## config.mk

```make
export PLATFORM = sky130hd
export DESIGN_NAME = lif_integrator
export DESIGN_NICKNAME = d
export VERILOG_FILES = /design/src/rtl/lif_integrator.sv
export SDC_FILE = /design/constraint.sdc
export NUM_CORES = 1
export LEC_CHECK = 0
export BUFFER_PORTS_ARGS = -buffer_cell sky130_fd_sc_hd__buf_2
export CAP_MARGIN = 40
export CORE_MARGIN = 1
export CORE_UTILIZATION = 27
export CTS_CLUSTER_DIAMETER = 30
export CTS_CLUSTER_SIZE = 30
export DETAILED_ROUTE_END_ITERATION = 7
export GPL_TIMING_DRIVEN = 0
export HOLD_SLACK_MARGIN = 0.15
export PLACE_DENSITY = 0.42
export SLEW_MARGIN = 10
export SYNTH_ARGS = -nofsm -noshare
export SYNTH_HDL_FRONTEND = slang
export SYNTH_SLANG_ARGS = --single-unit
```

## constraint.sdc

```tcl
create_clock -name clk -period 3.51 [get_ports clk]
set_clock_uncertainty 0.15 [all_clocks]
set_input_delay 0.702 -clock clk [delete_from_list [all_inputs] [get_ports clk]]
set_output_delay 0.702 -clock clk [all_outputs]
set_load 0.005 [all_outputs]
```

## src/rtl/lif_integrator.sv

```systemverilog
// Leaky integrate-and-fire soma: accumulates synapse weights into an 8-bit
// membrane potential with shift leak, fires on threshold, then goes refractory.
module lif_integrator #(
    parameter int unsigned W1             = 40,
    parameter int unsigned W2             = 25,
    parameter int unsigned THRESHOLD      = 100,
    parameter int unsigned LEAK_SHIFT     = 3,
    parameter int unsigned REFRACT_CYCLES = 4
) (
    input  logic        clk,
    input  logic        reset,
    input  logic        enable,
    input  logic        spike_in1,
    input  logic        spike_in2,
    output logic        spike,
    output logic [7:0]  potential,
    output logic        refractory,
    output logic [15:0] spike_count
);

    typedef enum logic {
        ST_INTEGRATE  = 1'b0,
        ST_REFRACTORY = 1'b1
    } state_t;

    localparam logic [9:0] C_W1      = 10'(W1);
    localparam logic [9:0] C_W2      = 10'(W2);
    localparam logic [9:0] C_THRESH  = 10'(THRESHOLD);
    localparam logic [7:0] C_REFRACT = 8'(REFRACT_CYCLES);

    state_t      r_state;
    state_t      w_state_nxt;
    logic [7:0]  r_potential;
    logic [7:0]  w_potential_nxt;
    logic        r_spike;
    logic        w_spike_nxt;
    logic [7:0]  r_refract_cnt;
    logic [7:0]  w_refract_cnt_nxt;
    logic [15:0] r_spike_count;
    logic [15:0] w_spike_count_nxt;

    logic [9:0]  w_leak;
    logic [9:0]  w_gain;
    logic [9:0]  w_sum;
    logic [7:0]  w_sum_sat;
    logic        w_fire;

    // 10-bit datapath: worst case 255 + 255 + 255 still fits before saturation.
    always_comb begin
        w_leak    = {2'b00, r_potential >> LEAK_SHIFT};
        w_gain    = (spike_in1 ? C_W1 : '0) + (spike_in2 ? C_W2 : '0);
        w_sum     = {2'b00, r_potential} - w_leak + w_gain;
        w_sum_sat = (w_sum > 10'd255) ? 8'hFF : w_sum[7:0];
        w_fire    = ({2'b00, w_sum_sat} >= C_THRESH);
    end

    always_ff @(posedge clk or posedge reset) begin
        if (reset) begin
            r_state       <= ST_INTEGRATE;
            r_potential   <= '0;
            r_spike       <= 1'b0;
            r_refract_cnt <= '0;
            r_spike_count <= '0;
        end else begin
            r_state       <= w_state_nxt;
            r_potential   <= w_potential_nxt;
            r_spike       <= w_spike_nxt;
            r_refract_cnt <= w_refract_cnt_nxt;
            r_spike_count <= w_spike_count_nxt;
        end
    end

    // Disabled edges hold everything; only the spike pulse is cleared.
    always_comb begin
        w_state_nxt       = r_state;
        w_potential_nxt   = r_potential;
        w_spike_nxt       = 1'b0;
        w_refract_cnt_nxt = r_refract_cnt;
        w_spike_count_nxt = r_spike_count;
        if (enable) begin
            case (r_state)
                ST_INTEGRATE: begin
                    if (w_fire) begin
                        w_spike_nxt       = 1'b1;
                        w_potential_nxt   = '0;
                        w_spike_count_nxt = r_spike_count + 16'd1;
                        w_refract_cnt_nxt = C_REFRACT;
                        w_state_nxt       = (C_REFRACT != 8'd0) ? ST_REFRACTORY : ST_INTEGRATE;
                    end else begin
                        w_potential_nxt = w_sum_sat;
                    end
                end
                ST_REFRACTORY: begin
                    w_potential_nxt = '0;
                    if (r_refract_cnt <= 8'd1) begin
                        w_refract_cnt_nxt = '0;
                        w_state_nxt       = ST_INTEGRATE;
                    end else begin
                        w_refract_cnt_nxt = r_refract_cnt - 8'd1;
                    end
                end
                default: w_state_nxt = ST_INTEGRATE;
            endcase
        end
    end

    assign spike       = r_spike;
    assign potential   = r_potential;
    assign refractory  = (r_state == ST_REFRACTORY);
    assign spike_count = r_spike_count;

endmodule

```

==> summary.txt, run 1 <==
Setup path
  – Max FO, Critical Path: 8
  – CP Launch Type: register
  – Reg2reg start: potential[0]
  – CP Capture Type: register
  – Required time worst endpoint: 3590 ps
  – Crit path DAT: 3890 ps
  – Critical path class: register to register
  – CP startpoint: potential[0]

Timing
  – Final critical-path share of the clock period: 109%
  – Fin crit period: 3820 ps
  – Worst Tran Pin Value: 754 ps
  – Maximum clock rate: 262 MHz
  – Final-report hold violation count: 0
  – Slew HR: 49.7%
  – Final setup violation count: 33
  – RSZ-0062 raised after global routing: yes
  – Fin. max-slew vios: 0
  – Final WS setup: -305 ps

Min path
  – Hold_sp: spike_count[12]
  – Worst hold path class: register to register

Final layout
  – Register area: 853 µm²
  – Nets@finish: 340
  – Layout cells sized above 1: 38.5%
  – Ant. Diodes: 0
  – Area of the multi-input gates: 1670 µm²
  – Fillers: 861
  – Area growth from synthesis to layout: 36.3%

Floorplan
  – I/O Pins: 31
  – CORE AREA: 8340 µm²
  – Rows: 33
  – Chip width: 95.6 µm
  – Initial core utilization: 28.3%
  – Die Ht: 95.6 µm
  – DIE AREA: 9130 µm²

Logic synthesis
  – Mapped Area: 2360 µm²
  – Register area share after synthesis: 36.0%
  – Net count after synthesis: 277
  – Top cells by area, synth: dfrtp_1 36%, ha_1 9.5%, xnor2_1 7.8%, o21ai_0 3.4%, nand2_1 3.3%
  – Async SR Flop Fraction: 100%
  – Synthesized instance count: 253
  – Synth Warn #: 0
  – Synth unique cells: 52
  – Leading area contributor after synthesis: dfrtp_1
  – Most numerous cell in the Yosys netlist: dfrtp_1
  – Post-synth top cells: 34 x dfrtp_1, 21 x nand2_1, 21 x xnor2_1, 18 x ha_1
  – Seq cells post-synth: 34
  – Syn avg cell area: 9.34 µm²
  – Number of flops mapped to enable cells by yosys: 0
  – Primary FF master, synth: dfrtp_1
  – Top-area cell type share of the netlist area: 36.0%

Global route
  – First-pass GRT wire length: 10.4 mm
  – Largest net degree at the start of global routing: 35
  – Grt ovf: 0
  – Initial antenna violation count: 0
  – Gr usage total: 15.0%
  – Vias in the first global route: 2102

Detailed routing
  – Drt total wl: 6.17 mm
  – Routed len/inst: 14.6 µm
  – DRT antenna net count: 0
  – Via count: 2053
  – Detailed-route vias per instance: 4.86
  – Initial DRC count: 34
  – Drt first pass iters: 6
  – DRC errors left: 0

Outcome
  – Status: finished with violations
  – Failing checks: negative setup slack

Clocking
  – Clock Tree Root: clkbuf_8
  – Clock Latency Late Sink: 300 ps
  – Total CTS buffers: 5
  – H-Tree Depth: 2
  – Clock sink count: 34
  – Max clock buf depth: 2
  – CTS tree: yes
  – Register clock-pin slew on the reported worst setup and hold paths: 80 ps

Place
  – IO buf count: 30
  – Hpwl dp: 4.21 mm
  – GP Congestion: 0.733
  – Pre-CTS setup slack: -563 ps

Run
  – Max cap viols: 0
stage by stage:
stage / cells / hold slack (ps) / cell area, µm² / util, % / setup TNS, ps
after floorplan: 253 / 318 / 2380 / - / -2120
after global placement: 388 / 310 / 2660 / 31.9 / -15290
after detailed placement: 388 / 319 / 2660 / 31.9 / -14920
after CTS: 418 / 331 / 3060 / 36.6 / -6150
after global routing: 422 / 357 / 3220 / 38.6 / -15180
final: 422 / 327 / 3220 / 38.6 / -6610
per-layer routing:
layer  part of all wire (%)  global-route usage [%]  vias to the layer above
met4                    1.8                    4.85                        0
met1                     50                    21.0                      984
met3                    3.0                    2.31                       10
met5                      0                       0                        -
li1                       -                       -                     1032
met2                     45                    23.4                       27
what timing repair did:
item / CTS / global route
resized for setup: 38 / 25
pin swaps: 20 / 23
endpoints found under the setup margin: 33 / 33
setup buffers: 22 / 5
cloned: 1 / 0
hold buffers: 0 / 0
registers in the layout, indices dropped and copies added (netlist names):
| name | count |
|---|---|
| potential | 8 |
| r_refract_cnt | 8 |
| refractory | 1 |
| spike | 1 |
| spike_count | 16 |
critical path, cell delays in order, from the launching register on:
cell	delay [ps]
dfrtp_1	390
inv_2	80
ha_4	130
inv_2	40
fa_2	350
a21oi_2	160
and2b_1	200
nor3_2	170
nor2_2	80
ha_4	270
a21oi_2	160
nor3b_4	220
a21o_1	180
xnor2_1	70
or3_4	370
o2bb2ai_4	200
or2_1	250
buf_6	140
a31oi_4	140
kinds of logic after synthesis:
| group | after synthesis | share of synthesized area [%] |
|---|---|---|
| buffers and inverters | 24 | 4.24 |
| AO/OA/AOI/OAI | 55 | 17.2 |
| adder cells (fa/ha/maj) | 19 | 10.4 |
| AND/OR/NAND/NOR | 91 | 20.7 |
| multiplexers | 5 | 2.22 |
| flip-flops | 34 | 36.0 |
| XOR/XNOR | 25 | 9.26 |
final cells by class:
class	count	area share [%]
Multi-Input combinational cell	195	51.9
Buffer	6	0.932
Clock inverter	2	0.389
Sequential cell	34	26.5
Tap cell	105	4.08
Clock buffer	6	2.56
Timing Repair Buffer	58	11.8
Inverter	16	1.86
final timing paths:
| kind | slack, ps | cells after the start | end |
|---|---|---|---|
| max | -310 | 18 | r_refract_cnt[6] |
| max in group asynchronous | 2300 | 2 | potential[7] |
| min in group asynchronous | 390 | 2 | spike |
| max reg2reg | -310 | 18 | r_refract_cnt[6] |
| min reg2reg | 330 | 1 | spike_count[12] |
| min | 330 | 1 | spike_count[12] |
cells in the final DEF, fill, tap and decap left out, types with 3 or more instances in the layout:
cell type / instances
a211o_1: 4
a21boi_0: 3
a21o_1: 4
a21oi_1: 3
and2_1: 4
and3_1: 6
buf_2: 30
buf_4: 23
buf_6: 6
clkbuf_1: 5
clkbuf_8: 6
dfrtp_1: 32
ha_1: 11
ha_4: 5
inv_1: 11
inv_2: 5
mux2i_1: 3
nand2_1: 16
nand2_2: 3
nand2b_1: 4
nand3_1: 8
nand3_2: 4
nand3_4: 3
nand4_1: 8
nor2_1: 12
o21ai_0: 12
o21ai_2: 4
o22ai_1: 3
xnor2_1: 17
xnor2_2: 4
xor2_1: 4
Power of run 1 is not shown: default switching activity piles up to over one toggle a cycle in this logic, so the estimate is an artifact.
==> run 2: changes to the inputs <==
PLACE_DENSITY = 0.4   (was 0.42)
clock period = 4 ns   (was 3.51 ns; I/O delays follow)
==> run 2 against run 1 <==
Compared with the run above:
- the run now ends clean
- critical path depth increased by 1
- global-route usage decreased by 1.1 points
- sequential cell count is the same
- worst hold slack lost 5.0 ps
- non-clock buffer count shrank 6
- first-iteration DRC count rose by 8.8%
- design area is 2.8% lower
- wire length fell by 2.1%
- maximum frequency fell by 0.88%
- largest cell class unchanged
==> summary.txt, run 2 (same netlist as run 1, synthesis figures left out) <==
Outcome
  – Status: complete, no violations

Setup path
  – Reg2reg start: potential[0]
  – Crit path DAT: 3920 ps (+30 ps)
  – Worst reg-to-reg path cell count: 19 (+1)
  – FF-to-FF setup slack: 150 ps (+460 ps)
  – CP Capture Type: register
  – Max FO, Critical Path: 8 (unchanged)
  – Required time worst endpoint: 4070 ps (+480 ps)
  – CP Launch Type: register
  – R2r endpoint: potential[1]
  – Critical path class: register to register

Global route
  – Vias in the first global route: 1932 (-8.1%)
  – Largest net degree at the start of global routing: 35 (unchanged)
  – Grt ovf: 0 (unchanged)
  – Initial antenna violation count: 0 (unchanged)
  – First-pass GRT wire length: 9.56 mm (-7.9%)
  – Gr usage total: 13.9% (-1.1 points)

Detailed routing
  – DRT antenna net count: 0 (unchanged)
  – Via count: 2012 (-2.0%)
  – DRC errors left: 0 (unchanged)
  – Detailed-route vias per instance: 4.84 (-0.58%)
  – Drt total wl: 6.04 mm (-2.1%)
  – Routed len/inst: 14.5 µm (-0.66%)
  – Drt first pass iters: 4 (-2)
  – Initial DRC count: 37 (+8.8%)

Clocking
  – CTS tree: yes
  – Total CTS buffers: 5 (unchanged)
  – Clock Latency Late Sink: 290 ps (about the same)
  – Clock Tree Root: clkbuf_8
  – H-Tree Depth: 2 (unchanged)
  – Clock sink count: 34 (unchanged)
  – Max clock buf depth: 2 (unchanged)
  – Register clock-pin slew on the reported worst setup and hold paths: 80 ps (about the same)

Final layout
  – Fillers: 902 (+4.8%)
  – Register area: 853 µm² (unchanged)
  – Post-Layout Cell Count: 416 (-1.4%)
  – Ant. Diodes: 0 (unchanged)
  – Layout cells sized above 1: 33.4% (-5.0 points)
  – Most common cell after layout, fill and taps aside: dfrtp_1
  – Most frequent cells in the layout: 32 x dfrtp_1, 30 x buf_2, 20 x xnor2_1
  – Area growth from synthesis to layout: 32.4%
  – Largest register FFs: 16 (unchanged)
  – Fin area: 3130 µm² (-2.8%)
  – Area of the multi-input gates: 1620 µm² (-3.4%)
  – Nets@finish: 334 (-1.8%)

Timing
  – Fin crit period: 3850 ps (+34.0 ps)
  – Maximum clock rate: 260 MHz (-0.88%)
  – Slew HR: 48.7% (-0.94 points)
  – RSZ-0062 raised after global routing: yes
  – Fin. max-slew vios: 0 (unchanged)
  – Final critical-path share of the clock period: 96.2% (-12 points)
  – Worst Tran Pin Value: 768 ps (+14.1 ps)
  – Final setup violation count: 0 (-100%)
  – Final-report hold violation count: 0 (unchanged)

Min path
  – Min-Delay Endpoint: spike_count[15]
  – Hold_sp: spike_count[15]
  – Worst hold path depth: 1 (unchanged)
  – Worst hold path class: register to register

Floorplan
  – I/O Pins: 31 (unchanged)
  – Chip width: 95.6 µm (unchanged)
  – CORE AREA: 8340 µm² (unchanged)
  – Rows: 33 (unchanged)
  – Die Ht: 95.6 µm (unchanged)
  – Initial core utilization: 28.3% (unchanged)
  – DIE AREA: 9130 µm² (unchanged)

Run
  – Max cap viols: 0 (unchanged)

Place
  – Placed cell area: 2650 µm² (-0.52%)
  – IO buf count: 30 (unchanged)
  – GP Congestion: 0.715 (-2.5%)
  – Placed Cells: 388 (unchanged)
  – Hpwl dp: 4.24 mm (+0.75%)
==> run 2: changes by cell type in the layout (fill, tap and decap cells not counted), moves of 2 or more <==
cell	change
buf_4	-4
buf_6	-4
nand2_1	+3
nand2_2	-2
nand3_1	+5
nand3_2	-3
nand3_4	-2
xnor2_1	+3
xnor2_2	-3
==> run 2: worst max path at each step <==
stage / from / end / slack, ps
2_1_floorplan: potential[0] / spike_count[1] / 130
3_3_place_gp: potential[0] / spike_count[1] / -300
3_5_place_dp: potential[0] / spike_count[1] / -270
4_1_cts: potential[4] / spike_count[1] / 2
5_1_grt: potential[0] / spike_count[7] / -70
6_report: potential[0] / potential[1] / 150
==> run 2: repair_timing <==
item                                    CTS  global route
gates resized for setup                  12            40
setup buffers                             4            16
hold buffers                              0             0
endpoints found under the hold margin     0             0
cloned                                    0             1
pin swaps                                 3            19
endpoints found under the setup margin   27            32
==> run 2: critical path, cell delays in order (launching register included) <==
cell and delay [ps]:
dfrtp_1 390, inv_2 80, ha_4 130, inv_2 40, fa_2 360, a21oi_2 160
buf_4 130, o21ai_4 80, nor3_2 190, xnor2_1 130, ha_2 220, or3_4 340
o21ai_2 60, a21o_1 120, xnor2_1 60, or3_4 360, o2bb2ai_4 210, or2_1 260
buf_6 140, o2bb2ai_1 140
==> run 2: area by class of cell <==
cell class | count | area share, %
Multi-Input combinational cell | 195 | 51.6
Inverter | 16 | 1.92
Clock buffer | 6 | 2.64
Timing Repair Buffer | 51 | 10.5
Tap cell | 105 | 4.20
Clock inverter | 2 | 0.400
Sequential cell | 34 | 27.3
Buffer | 7 | 1.44
==> run 2: metrics by stage <==
step / worst slack [ps] / hold slack [ps] / utilization (%) / setup TNS, ps
floorplan: 134 / 318 / - / 0
global placement: -297 / 308 / 31.7 / -3970
detailed placement: -272 / 317 / 31.7 / -3520
CTS: 2.36 / 331 / 33.8 / 0
global route: -68.8 / 355 / 37.5 / -706
finish: 151 / 322 / 37.5 / 0
==> run 2: metal layers <==
layer	share of wire, %	track usage [%]	wire length [µm]
met5	0	0	0
met4	1.4	3.73	85
met3	2.6	2.79	157
met2	47	22.0	2820
met1	49	19.1	2980
Power of run 2 is left out for the same reason.
==> run 3: changes to the inputs <==
PLACE_DENSITY = not set   (was 0.4)
PLACE_DENSITY_LB_ADDON = 0.12   (was not set)
==> run 3 against run 2 <==
Compared with the run above:
- register-to-register slack lost 50 ps
- die area is the same
- non-clock buffer count shrank 8
- wire length shrank 4.2%
- clock-buffer cell count is the same
- core utilization shrank 2.0 points
- worst hold slack gained 1.5 ps
- sequential cell count is the same
- via count shrank 1.7%
- design area shrank 5.3%
- global-route usage shrank 0.46 points
- cell count shrank 1.9%
- largest cell class unchanged
==> summary.txt, run 3 (same netlist as run 1, synthesis figures left out) <==
Outcome
  – Status: complete, no violations

Global route
  – Initial antenna violation count: 0 (unchanged)
  – Gr usage total: 13.4% (-0.46 points)
  – Vias in the first global route: 1913 (-0.98%)
  – Largest net degree at the start of global routing: 35 (unchanged)
  – Grt met1 use: 18.8% (-0.22 points)
  – M2 GR Usage: 21.0% (-1.1 points)
  – Grt ovf: 0 (unchanged)
  – GR peak layer: met2
  – GR met3 Demand/Resource: 2.39% (-0.40 points)
  – First-pass GRT wire length: 9.36 mm (-2.1%)

Detailed routing
  – Routed len/inst: 14.2 µm (-2.4%)
  – Via count: 1977 (-1.7%)
  – Drt first pass iters: 6 (+2)
  – Initial DRC count: 62 (+68%)
  – Detailed-route vias per instance: 4.85 (+0.19%)
  – DRT antenna net count: 0 (unchanged)
  – DRC errors left: 0 (unchanged)
  – Drt total wl: 5.79 mm (-4.2%)

Floorplan
  – Rows: 33 (unchanged)
  – CORE AREA: 8340 µm² (unchanged)
  – Chip width: 95.6 µm (unchanged)
  – I/O Pins: 31 (unchanged)
  – Initial core utilization: 28.3% (unchanged)
  – Die Ht: 95.6 µm (unchanged)
  – DIE AREA: 9130 µm² (unchanged)

Setup path
  – Worst-path cell chain: inv_1 > ha_2 > inv_1 > fa_2 > a21oi_2 > and2b_1 > nor3_1 > nor2_1 > ha_4 > nand4_1 > a21o_1 > xnor2_1 > or3_4 > o2bb2ai_4 > or2_1 > buf_6 > o2bb2ai_1
  – Required time worst endpoint: 4060 ps (about the same)
  – Max FO, Critical Path: 6 (-2)
  – WP buf/inv: 3 (-1)
  – Slowest CP cell: dfrtp_1
  – Most used cell, CP: inv_1
  – CP Launch Type: register
  – Crit path DAT: 3970 ps (+50 ps)
  – FF-to-FF setup slack: 100 ps (-50 ps)
  – CP Capture Type: register
  – Worst path max stage delay: 390 ps (about the same)
  – Cell family with most CP delay: simple AND/OR/NAND/NOR gates
  – Critical path class: register to register

Clocking
  – H-Tree Depth: 2 (unchanged)
  – Max clock buf depth: 2 (unchanged)
  – Total CTS buffers: 5 (unchanged)
  – Clock sink count: 34 (unchanged)
  – Clock Tree Root: clkbuf_8
  – Register clock-pin slew on the reported worst setup and hold paths: 70 ps (about the same)
  – CTS tree: yes
  – Cts hold-fix bufs: 0 (unchanged)
  – Clock Latency Late Sink: 290 ps (about the same)

Final layout
  – Area growth from synthesis to layout: 25.4%
  – Ant. Diodes: 0 (unchanged)
  – Most frequent cells in the layout: 32 x dfrtp_1, 31 x buf_2, 21 x xnor2_1
  – Fin util: 35.5% (-2.0 points)
  – Largest register FFs: 16 (unchanged)
  – Most common cell after layout, fill and taps aside: dfrtp_1
  – Fillers: 873 (-3.2%)
  – Nets@finish: 326 (-2.4%)
  – Register area: 853 µm² (unchanged)
  – Area of the multi-input gates: 1540 µm² (-4.8%)
  – Layout cells sized above 1: 27.7% (-5.7 points)
  – Post-Layout Cell Count: 408 (-1.9%)

Timing
  – Worst Tran Pin Value: 746 ps (-22.1 ps)
  – Fin. max-slew vios: 0 (unchanged)
  – Worst Hold Margin: 324 ps (+1.47 ps)
  – Final-report hold violation count: 0 (unchanged)
  – Fin crit period: 3900 ps (+55.0 ps)
  – Maximum clock rate: 256 MHz (-1.4%)
  – Final critical-path share of the clock period: 97.6% (+1.4 points)
  – Final setup violation count: 0 (unchanged)
  – RSZ-0062 raised after global routing: yes
  – Slew HR: 50.2% (+1.5 points)

Place
  – Hpwl dp: 4.15 mm (-2.2%)
  – IO buf count: 30 (unchanged)
  – Placed Cells: 388 (unchanged)
  – GP Congestion: 0.736 (+3.0%)

Run
  – Max cap viols: 0 (unchanged)

Min path
  – Worst hold path class: register to register
[run 3: worst reg2reg max path, cell delays in order (launching register included)]
cell       delay [ps]
dfrtp_1           390
inv_1              80
ha_2              200
inv_1              60
fa_2              350
a21oi_2           160
and2b_1           190
nor3_1            130
nor2_1            100
ha_4              320
nand4_1           240
a21o_1            270
xnor2_1           120
or3_4             370
o2bb2ai_4         170
or2_1             240
buf_6             140
o2bb2ai_1         150
[run 3: per-layer routing]
layer | wire length [µm] | vias up
met5 | 0 | -
met4 | 65 | 0
met3 | 159 | 6
met2 | 2690 | 21
met1 | 2870 | 952
li1 | - | 998
[run 3: area by class of cell]
| type | instances | share of cell area (%) |
|---|---|---|
| Inverter | 16 | 2.03 |
| Buffer | 8 | 1.56 |
| Clock buffer | 6 | 2.79 |
| Sequential cell | 34 | 28.8 |
| Multi-Input combinational cell | 195 | 51.9 |
| Tap cell | 105 | 4.43 |
| Timing Repair Buffer | 42 | 8.10 |
| Clock inverter | 2 | 0.422 |
[run 3: timing repair]
item                                    4_1_cts  5_1_grt
pin swaps                                     2        4
gates resized for setup                       9       22
endpoints found under the setup margin       27       28
setup buffers                                 4        8
[run 3: through the flow]
| step | area (µm²) | setup TNS, ps | setup WS, ps |
|---|---|---|---|
| floorplan | 2360 | 0 | 134 |
| global placement | 2650 | -4940 | -328 |
| detailed placement | 2650 | -3970 | -309 |
| CTS | 2800 | 0 | 18.7 |
| global route | 2960 | -850 | -89.1 |
| finish | 2960 | 0 | 95.9 |
[run 3: worst paths after layout]
kind | start | end | cells after the start
max in group asynchronous | reset | potential[7] | 2
setup reg to reg | potential[0] | potential[3] | 17
setup / recovery | potential[0] | potential[3] | 17
hold reg to reg | spike_count[15] | spike_count[15] | 1
hold / removal | spike_count[15] | spike_count[15] | 1
min in group asynchronous | reset | spike | 2
Power of run 3 is left out for the same reason.
